[src/rtl/csa_seq_subtractor_if.sv]
// ============================================================================
// Module      : csa_seq_subtractor_if
// Description : Operand/result handshake bundle for csa_seq_subtractor.
//               The ovf signal exists only when CSA_SUB_OVF_EN is defined.
// Revision    : 1.0 - initial release
// ============================================================================
`default_nettype none

interface csa_seq_subtractor_if #(
    parameter int WIDTH = 16
);
    logic             in_valid;
    logic             in_ready;
    logic [WIDTH-1:0] a;
    logic [WIDTH-1:0] b;
    logic             bin;
    logic             out_valid;
    logic             out_ready;
    logic [WIDTH-1:0] diff;
    logic             bout;
`ifdef CSA_SUB_OVF_EN
    logic             ovf;

    modport master (
        output in_valid, a, b, bin, out_ready,
        input  in_ready, out_valid, diff, bout, ovf
    );

    modport slave (
        input  in_valid, a, b, bin, out_ready,
        output in_ready, out_valid, diff, bout, ovf
    );
`else
    modport master (
        output in_valid, a, b, bin, out_ready,
        input  in_ready, out_valid, diff, bout
    );

    modport slave (
        input  in_valid, a, b, bin, out_ready,
        output in_ready, out_valid, diff, bout
    );
`endif
endinterface

`default_nettype wire

[src/rtl/csa_seq_subtractor.sv]
// ============================================================================
// Module      : csa_seq_subtractor
// Description : Multi-cycle WIDTH-bit subtractor, one 4-bit carry-skip slice
//               per cycle, LSB first. Optional ovf output via CSA_SUB_OVF_EN.
// Revision    : 1.0 - initial release
// ============================================================================
`default_nettype none

module csa_seq_subtractor #(
    parameter int WIDTH = 16,
    parameter int SLICE = 4
) (
    input  wire logic              clk,
    input  wire logic              rst_n,
    csa_seq_subtractor_if.slave    bus
);

    localparam int c_nslice = WIDTH / SLICE;
    localparam int c_idx_w  = (c_nslice > 1) ? $clog2(c_nslice) : 1;
    localparam logic [c_idx_w-1:0] c_last = c_idx_w'(c_nslice - 1);

    localparam logic [1:0] c_idle = 2'd0;
    localparam logic [1:0] c_calc = 2'd1;
    localparam logic [1:0] c_done = 2'd2;

    if (SLICE != 4) begin : g_bad_slice
        $error("csa_seq_subtractor: SLICE must be 4");
    end
    if (WIDTH < 4 || (WIDTH % 4) != 0) begin : g_bad_width
        $error("csa_seq_subtractor: WIDTH must be a multiple of 4 and >= 4");
    end

    logic [1:0]         r_state;
    logic [1:0]         w_state_nxt;
    logic [WIDTH-1:0]   r_a;
    logic [WIDTH-1:0]   r_b;
    logic [WIDTH-1:0]   r_diff;
    logic [c_idx_w-1:0] r_idx;
    logic               r_carry;
    logic               r_bout;
    logic               w_in_ready;
    logic               w_out_valid;

    logic [WIDTH-1:0]   w_a_sh;
    logic [WIDTH-1:0]   w_b_sh;
    logic [SLICE-1:0]   w_a_k;
    logic [SLICE-1:0]   w_nb_k;
    logic [SLICE-1:0]   w_p_k;
    logic [SLICE-1:0]   w_sum;
    logic [SLICE:0]     w_c;
    logic               w_skip;
    logic               w_cout;

    // State register
    always_ff @(posedge clk or negedge rst_n) begin
        if (!rst_n) begin
            r_state <= c_idle;
        end else begin
            r_state <= w_state_nxt;
        end
    end

    // Next-state logic
    always_comb begin
        w_state_nxt = r_state;
        case (r_state)
            c_idle:  if (bus.in_valid)    w_state_nxt = c_calc;
            c_calc:  if (r_idx == c_last) w_state_nxt = c_done;
            c_done:  if (bus.out_ready)   w_state_nxt = c_idle;
            default: w_state_nxt = c_idle;
        endcase
    end

    // Output logic
    always_comb begin
        w_in_ready  = (r_state == c_idle);
        w_out_valid = (r_state == c_done);
    end

    // Slice under the index is selected by shifting it down to bit 0.
    always_comb begin
        w_a_sh = r_a >> {r_idx, 2'b00};
        w_b_sh = r_b >> {r_idx, 2'b00};
        w_a_k  = w_a_sh[SLICE-1:0];
        w_nb_k = ~w_b_sh[SLICE-1:0];
        w_p_k  = w_a_k ^ w_nb_k;
        w_c    = '0;
        w_c[0] = r_carry;
        for (int i = 0; i < SLICE; i++) begin
            w_sum[i]  = w_p_k[i] ^ w_c[i];
            w_c[i+1]  = (w_a_k[i] & w_nb_k[i]) | (w_p_k[i] & w_c[i]);
        end
        // All-propagate slice: carry-in bypasses the ripple path.
        w_skip = &w_p_k;
        w_cout = w_skip ? r_carry : w_c[SLICE];
    end

    always_ff @(posedge clk or negedge rst_n) begin
        if (!rst_n) begin
            r_a     <= '0;
            r_b     <= '0;
            r_diff  <= '0;
            r_idx   <= '0;
            r_carry <= 1'b0;
            r_bout  <= 1'b0;
        end else if (r_state == c_idle && bus.in_valid) begin
            r_a     <= bus.a;
            r_b     <= bus.b;
            r_carry <= ~bus.bin;
            r_idx   <= '0;
        end else if (r_state == c_calc) begin
            for (int k = 0; k < c_nslice; k++) begin
                if (r_idx == c_idx_w'(k)) begin
                    r_diff[k*SLICE +: SLICE] <= w_sum;
                end
            end
            r_carry <= w_cout;
            r_idx   <= r_idx + 1'b1;
            if (r_idx == c_last) begin
                r_bout <= ~w_cout;
            end
        end
    end

`ifdef CSA_SUB_OVF_EN
    logic r_ovf;

    always_ff @(posedge clk or negedge rst_n) begin
        if (!rst_n) begin
            r_ovf <= 1'b0;
        end else if (r_state == c_calc && r_idx == c_last) begin
            r_ovf <= w_c[SLICE-1] ^ w_cout;
        end
    end

    assign bus.ovf = r_ovf;
`endif

    assign bus.in_ready  = w_in_ready;
    assign bus.out_valid = w_out_valid;
    assign bus.diff      = r_diff;
    assign bus.bout      = r_bout;

endmodule

`default_nettype wire
[src/flat_wrapper.sv]
// flat-port wrapper written by rule: the top's interface ports become plain ports
module csa_seq_subtractor_flat 
#(
    parameter int WIDTH = 16,
    parameter int SLICE = 4
)
  (clk, rst_n, bus_in_valid, bus_a, bus_b, bus_bin, bus_out_ready, bus_in_ready, bus_out_valid, bus_diff, bus_bout);
  csa_seq_subtractor_if #(.WIDTH(WIDTH)) bus_i ();
  input  wire logic clk;
  input  wire logic rst_n;
  input wire logic [$bits(bus_i.in_valid)-1:0] bus_in_valid;
  input wire logic [$bits(bus_i.a)-1:0] bus_a;
  input wire logic [$bits(bus_i.b)-1:0] bus_b;
  input wire logic [$bits(bus_i.bin)-1:0] bus_bin;
  input wire logic [$bits(bus_i.out_ready)-1:0] bus_out_ready;
  output wire logic [$bits(bus_i.in_ready)-1:0] bus_in_ready;
  output wire logic [$bits(bus_i.out_valid)-1:0] bus_out_valid;
  output wire logic [$bits(bus_i.diff)-1:0] bus_diff;
  output wire logic [$bits(bus_i.bout)-1:0] bus_bout;
  assign bus_i.in_valid = bus_in_valid;
  assign bus_i.a = bus_a;
  assign bus_i.b = bus_b;
  assign bus_i.bin = bus_bin;
  assign bus_i.out_ready = bus_out_ready;
  assign bus_in_ready = bus_i.in_ready;
  assign bus_out_valid = bus_i.out_valid;
  assign bus_diff = bus_i.diff;
  assign bus_bout = bus_i.bout;
  csa_seq_subtractor #(.WIDTH(WIDTH), .SLICE(SLICE)) u_core (.clk(clk), .rst_n(rst_n), .bus(bus_i));
endmodule
[config.mk]
export PLATFORM = sky130hd
export DESIGN_NAME = csa_seq_subtractor_flat
export DESIGN_NICKNAME = d
export VERILOG_FILES = /design/src/rtl/csa_seq_subtractor_if.sv /design/src/rtl/csa_seq_subtractor.sv /design/src/flat_wrapper.sv
export SDC_FILE = /design/constraint.sdc
export NUM_CORES = 1
export LEC_CHECK = 0
export CAP_MARGIN = 20
export CELL_PAD_IN_SITES_DETAIL_PLACEMENT = 0
export CELL_PAD_IN_SITES_GLOBAL_PLACEMENT = 1
export CORE_MARGIN = 1
export CORE_UTILIZATION = 41
export DETAILED_ROUTE_END_ITERATION = 10
export GPL_ROUTABILITY_DRIVEN = 0
export HOLD_SLACK_MARGIN = 0.02
export MAX_ROUTING_LAYER = met4
export PLACE_DENSITY_LB_ADDON = 0.1
export SLEW_MARGIN = 20
export SYNTH_ARGS = -nofsm -noshare
export SYNTH_HDL_FRONTEND = slang
export SYNTH_SLANG_ARGS = --single-unit
[constraint.sdc]
create_clock -name clk -period 3.3 [get_ports clk]
set_clock_uncertainty 0.1 [all_clocks]
set_input_delay 0.66 -clock clk [delete_from_list [all_inputs] [get_ports clk]]
set_output_delay 0.66 -clock clk [all_outputs]
set_load 0.02 [all_outputs]
; Word-level counts from Yosys, hierarchy flattened
; Index checks and enable logic that the tools add are counted.
[totals]
reg_bits = 54
n_memories = 0
latchBits = 0
ram_bits = 0
rom_bits = 0
[op_classes]
n_mux = 9
n_div = 0
n_reduce_logical = 10
order_cmp = 0
n_mul = 0
shift = 2
eq_ne = 8
addsub = 1
bitwise_logic = 21
[ops]
columns = cell, count
row1 = $shr 16x4->4, 2
row2 = $reduce_and 3->1, 5
row3 = $mux 2, 5
row4 = $and 1x1->1, 8
row5 = $eq 2x2->1 const B, 3
row6 = $ne 2x2->1 const B, 3
row7 = $pmux 2 s3, 1
row8 = $eq 2x1->1 const B, 2
row9 = $logic_not 2->1, 2
row10 = $not 4->4, 1
row11 = $or 1x1->1, 4
row12 = $reduce_and 4->1, 1
row13 = $xor 1x1->1, 4
row14 = $xor 4x4->4, 1
row15 = $mux 1, 3
row16 = $not 1->1, 3
row17 = $add 2x1->2 const B, 1
row18 = $reduce_bool 2->1, 1
row19 = $logic_and 1x1->1, 1

; Logic depth before layout (Yosys ltp)
[depth]
word_depth = 14
depth_mapped = 10
depth_no_buf = 9

; Worst setup path after synthesis
; OpenSTA, ideal clock, no wires.
[synth_path]
kind = reg-to-reg
startpoint = reg u_core.r_idx[0]
endpoint = reg (tool-made name)
setup_time_ns = 0.082
synth_period_minus_slack_ns = 3.009
path_stages_with_launch = 11
arrival_ns = 2.827
slack_ns = 0.291
path_buffers = 1
cell_sequence = dfrtp_1 -> buf_2 -> mux4_2 -> inv_1 -> fa_1 -> inv_1 -> fa_1 -> fa_1 -> fa_1 -> a31o_2 -> o22ai_1
[synth_rtl]
columns = element, line_no
row1 = "start, declared", csa_seq_subtractor.sv:38  ; logic [c_idx_w-1:0] r_idx;
row2 = "start signal, assigned", csa_seq_subtractor.sv:118  ; r_idx <= r_idx + 1'b1;

==> impl_metrics.py <==
metrics = {
    "run_status": {
        "status": "finished clean",
    },
    "worst_setup_path": {
        "worst_path_most_repeated_cell": "fa_1",
        "critPathKind": "reg2reg",
        "cp-start-kind": "flop",
        "timing.critical_path.fanout_max": 3,
        "cp.arrival_ps": 3020,
        "required_ps": 3430,
        "slowest_delay_ps": 500,
        "critPathBufInv": 2,
        "cp_top_family": "adder cells",
        "worst_setup_path_end_kind": "flop",
        "critPathSlowestCell": "mux4_2",
        "cp_cell_sequence": "mux4_2 -> inv_1 -> fa_1 -> inv_1 -> fa_1 -> fa_1 -> fa_1 -> a31o_2 -> o22ai_1",
    },
    "grt": {
        "grt_max_degree": 55,
        "grt_pass1_wl_mm": 7.98,
        "gr-total-overflow": 0,
        "antenna_found_initial": 0,
        "grt_pass1_vias": 1650,
        "grt.total_usage_pct": 17.2,
    },
    "flow_run": {
        "cap_violations": 0,
    },
    "synth": {
        "synthesis.area_mm2": 0.00252,
        "synth_compound_area_share_pct": 4.22,
        "syn_inst": 178,
        "synth_xor_area_share_pct": 0,
        "synth_edf_count": 0,
        "synth_mux_area_share_pct": 25.2,
        "ys_seq_area_share_pct": 53.6,
        "syn_avg_cell_area_um2": 14.2,
        "synth_fa_ha_area_share_pct": 7.14,
        "yosysUniqueCellTypes": 26,
        "async_flop_share_pct": 100,
        "synth_top_family_by_area": "multiplexers",
        "synth_nets": 227,
        "ys_ff_latch": 54,
        "synthFlopType": "dfrtp_1",
        "synth_simple_gate_area_share_pct": 5.36,
        "yosysWarnings": 0,
    },
    "floorplan": {
        "pin_count": 56,
        "dieArea_mm2": 0.00647,
        "core-area_mm2": 0.00592,
        "die_w_um": 80.4,
        "start_util_pct": 42.6,
        "fp.dieH_um": 80.4,
        "rows": 28,
    },
    "sta": {
        "maxSlewViolCount": 0,
        "setup_viol": 0,
        "worst_pin_slew_ps": 664,
        "rsz0062_at_grt": "false",
        "hold_violations": 0,
        "final.min_clock_period_ps": 2880,
        "post-route-period-util_pct": 87.4,
        "setup_slack_ps": 417,
        "fmax_mhz": 347,
        "slew_headroom_pct": 55.7,
        "tns_ps": 0,
    },
    "drt": {
        "drt_iter0_drc": 44,
        "drt-vias-per-instance": 4.89,
        "drc": 0,
        "vias": 1531,
        "first_pass_iters": 4,
        "drt-wirelength-per-cell_um": 15.2,
        "wl_mm": 4.76,
        "antenna_left": 0,
    },
    "layout": {
        "multi_input_area_mm2": 0.00106,
        "finish.net_count": 286,
        "layout-area-overhead-vs-synth_pct": 27.9,
        "n_fill_cell": 508,
        "fin_util_pct": 54.5,
        "drive_above_1_share_pct": 23.9,
        "antenna_cells": 0,
        "regArea_mm2": 0.00135,
    },
    "power": {
        "power.leakage_nw": 1.40,
        "powerDensity_mw_per_mm2": 1090,
        "peakVddDrop_v": 0.000463,
        "power_mw": 3.50,
    },
    "cts": {
        "ctsResizeCount": 0,
        "numCtsBuffers": 5,
        "cts_buffer_depth": 2,
        "clkSinkCount": 54,
        "cts_root_buf": "clkbuf_8",
        "clk_pin_slew_ps": 100,
        "holdBufCountCts": 0,
        "cts_tree": "built",
        "clk_latency_ps": 310,
        "postCtsSetupBuffers": 0,
        "h-tree-depth": 2,
    },
    "placed_design": {
        "io_buffers": 55,
        "place.detailed.hpwl_mm": 3.71,
        "dp_slack_ps": 423,
    },
    "worst_hold_path": {
        "hold_class": "in2async",
    },
}
==> final timing paths <==
path	startpoint	end	slack (ps)	cells past startpoint
setup / recovery	u_core.r_idx[0]	flop	420	9
hold / removal	rst_n	u_core.bus.diff[11]	280	1
setup reg to reg	u_core.r_idx[0]	flop	420	9
hold reg to reg	u_core.bus.diff[13]	u_core.bus.diff[13]	390	2
max in group asynchronous	rst_n	u_core.r_b[4]	2380	1
min in group clk	u_core.bus.diff[13]	u_core.bus.diff[13]	390	2
==> power by group <==
part	switching, mW	internal [mW]
sequential	0.214	1.01
clock	0.224	0.152
combinational	0.897	1.01
==> area by class of cell <==
cell class	count	area share, %
repair buffers	59	17.9
clock buffers	5	2.13
flip-flops and latches	54	41.9
well taps	75	2.91
clock inverters	3	0.737
inverters	14	1.63
multi-input cells	103	32.8
==> flip-flops by register name (all words and copies together) (netlist names), named ones only <==
| signal | count |
|---|---|
| u_core.bus.bout | 1 |
| u_core.bus.diff | 16 |
| u_core.r_state | 2 |
| u_core.r_b | 16 |
| u_core.r_a | 16 |
| u_core.r_idx | 2 |
==> synth_stat cells, types with 2 or more instances <==
library cell	n	area share, %
dfrtp_1	54	54
mux2_2	26	12
inv_1	14	2.1
o21ai_0	14	2.8
nand2_1	13	1.9
ha_1	8	4.0
mux2_4	8	4.8
mux4_2	8	7.1
nor2_1	5	0.74
buf_6	4	1.8
fa_1	4	3.2
nand3b_1	4	1.2
mux2_1	2	0.89
mux2i_1	2	0.79
==> metal layers <==
| layer | track usage, % | up-vias | part of all wire (%) | wire [um] |
|---|---|---|---|---|
| met5 | - | - | 0 | 0 |
| met1 | 20.0 | 751 | 42 | 1990 |
| li1 | - | 731 | - | - |
| met4 | 5.36 | 0 | 1.2 | 59 |
| met2 | 30.1 | 43 | 53 | 2540 |
| met3 | 3.07 | 6 | 3.8 | 181 |
==> through the flow <==
stage               area, um^2  hold slack (ps)  std cells
finish                    3230              277        313
detailed placement        3130              373        305
floorplan                 2520              264        178
global route              3230              318        313
CTS                       3230              303        313
global placement          3130              362        305
==> kinds of logic after synthesis <==
family | Yosys count
fa+ha+maj | 12
buf+inv | 21
mux | 46
flops | 54
compound gates | 19
simple gates | 26
==> layout by cell type (no fill, tap or decap), types with 2 or more instances in the layout <==
cell and count:
dfrtp_1 54, clkdlybuf4s50_1 54, mux2_2 26, inv_1 14
o21ai_0 14, nand2_1 13, mux4_2 8, mux2_4 8
ha_1 8, nor2_1 5, clkbuf_8 5, buf_4 5
nand3b_1 4, fa_1 4, mux2_1 2, mux2i_1 2
clkinvlp_4 2
Note: power is estimated with default switching activity, not from simulation.
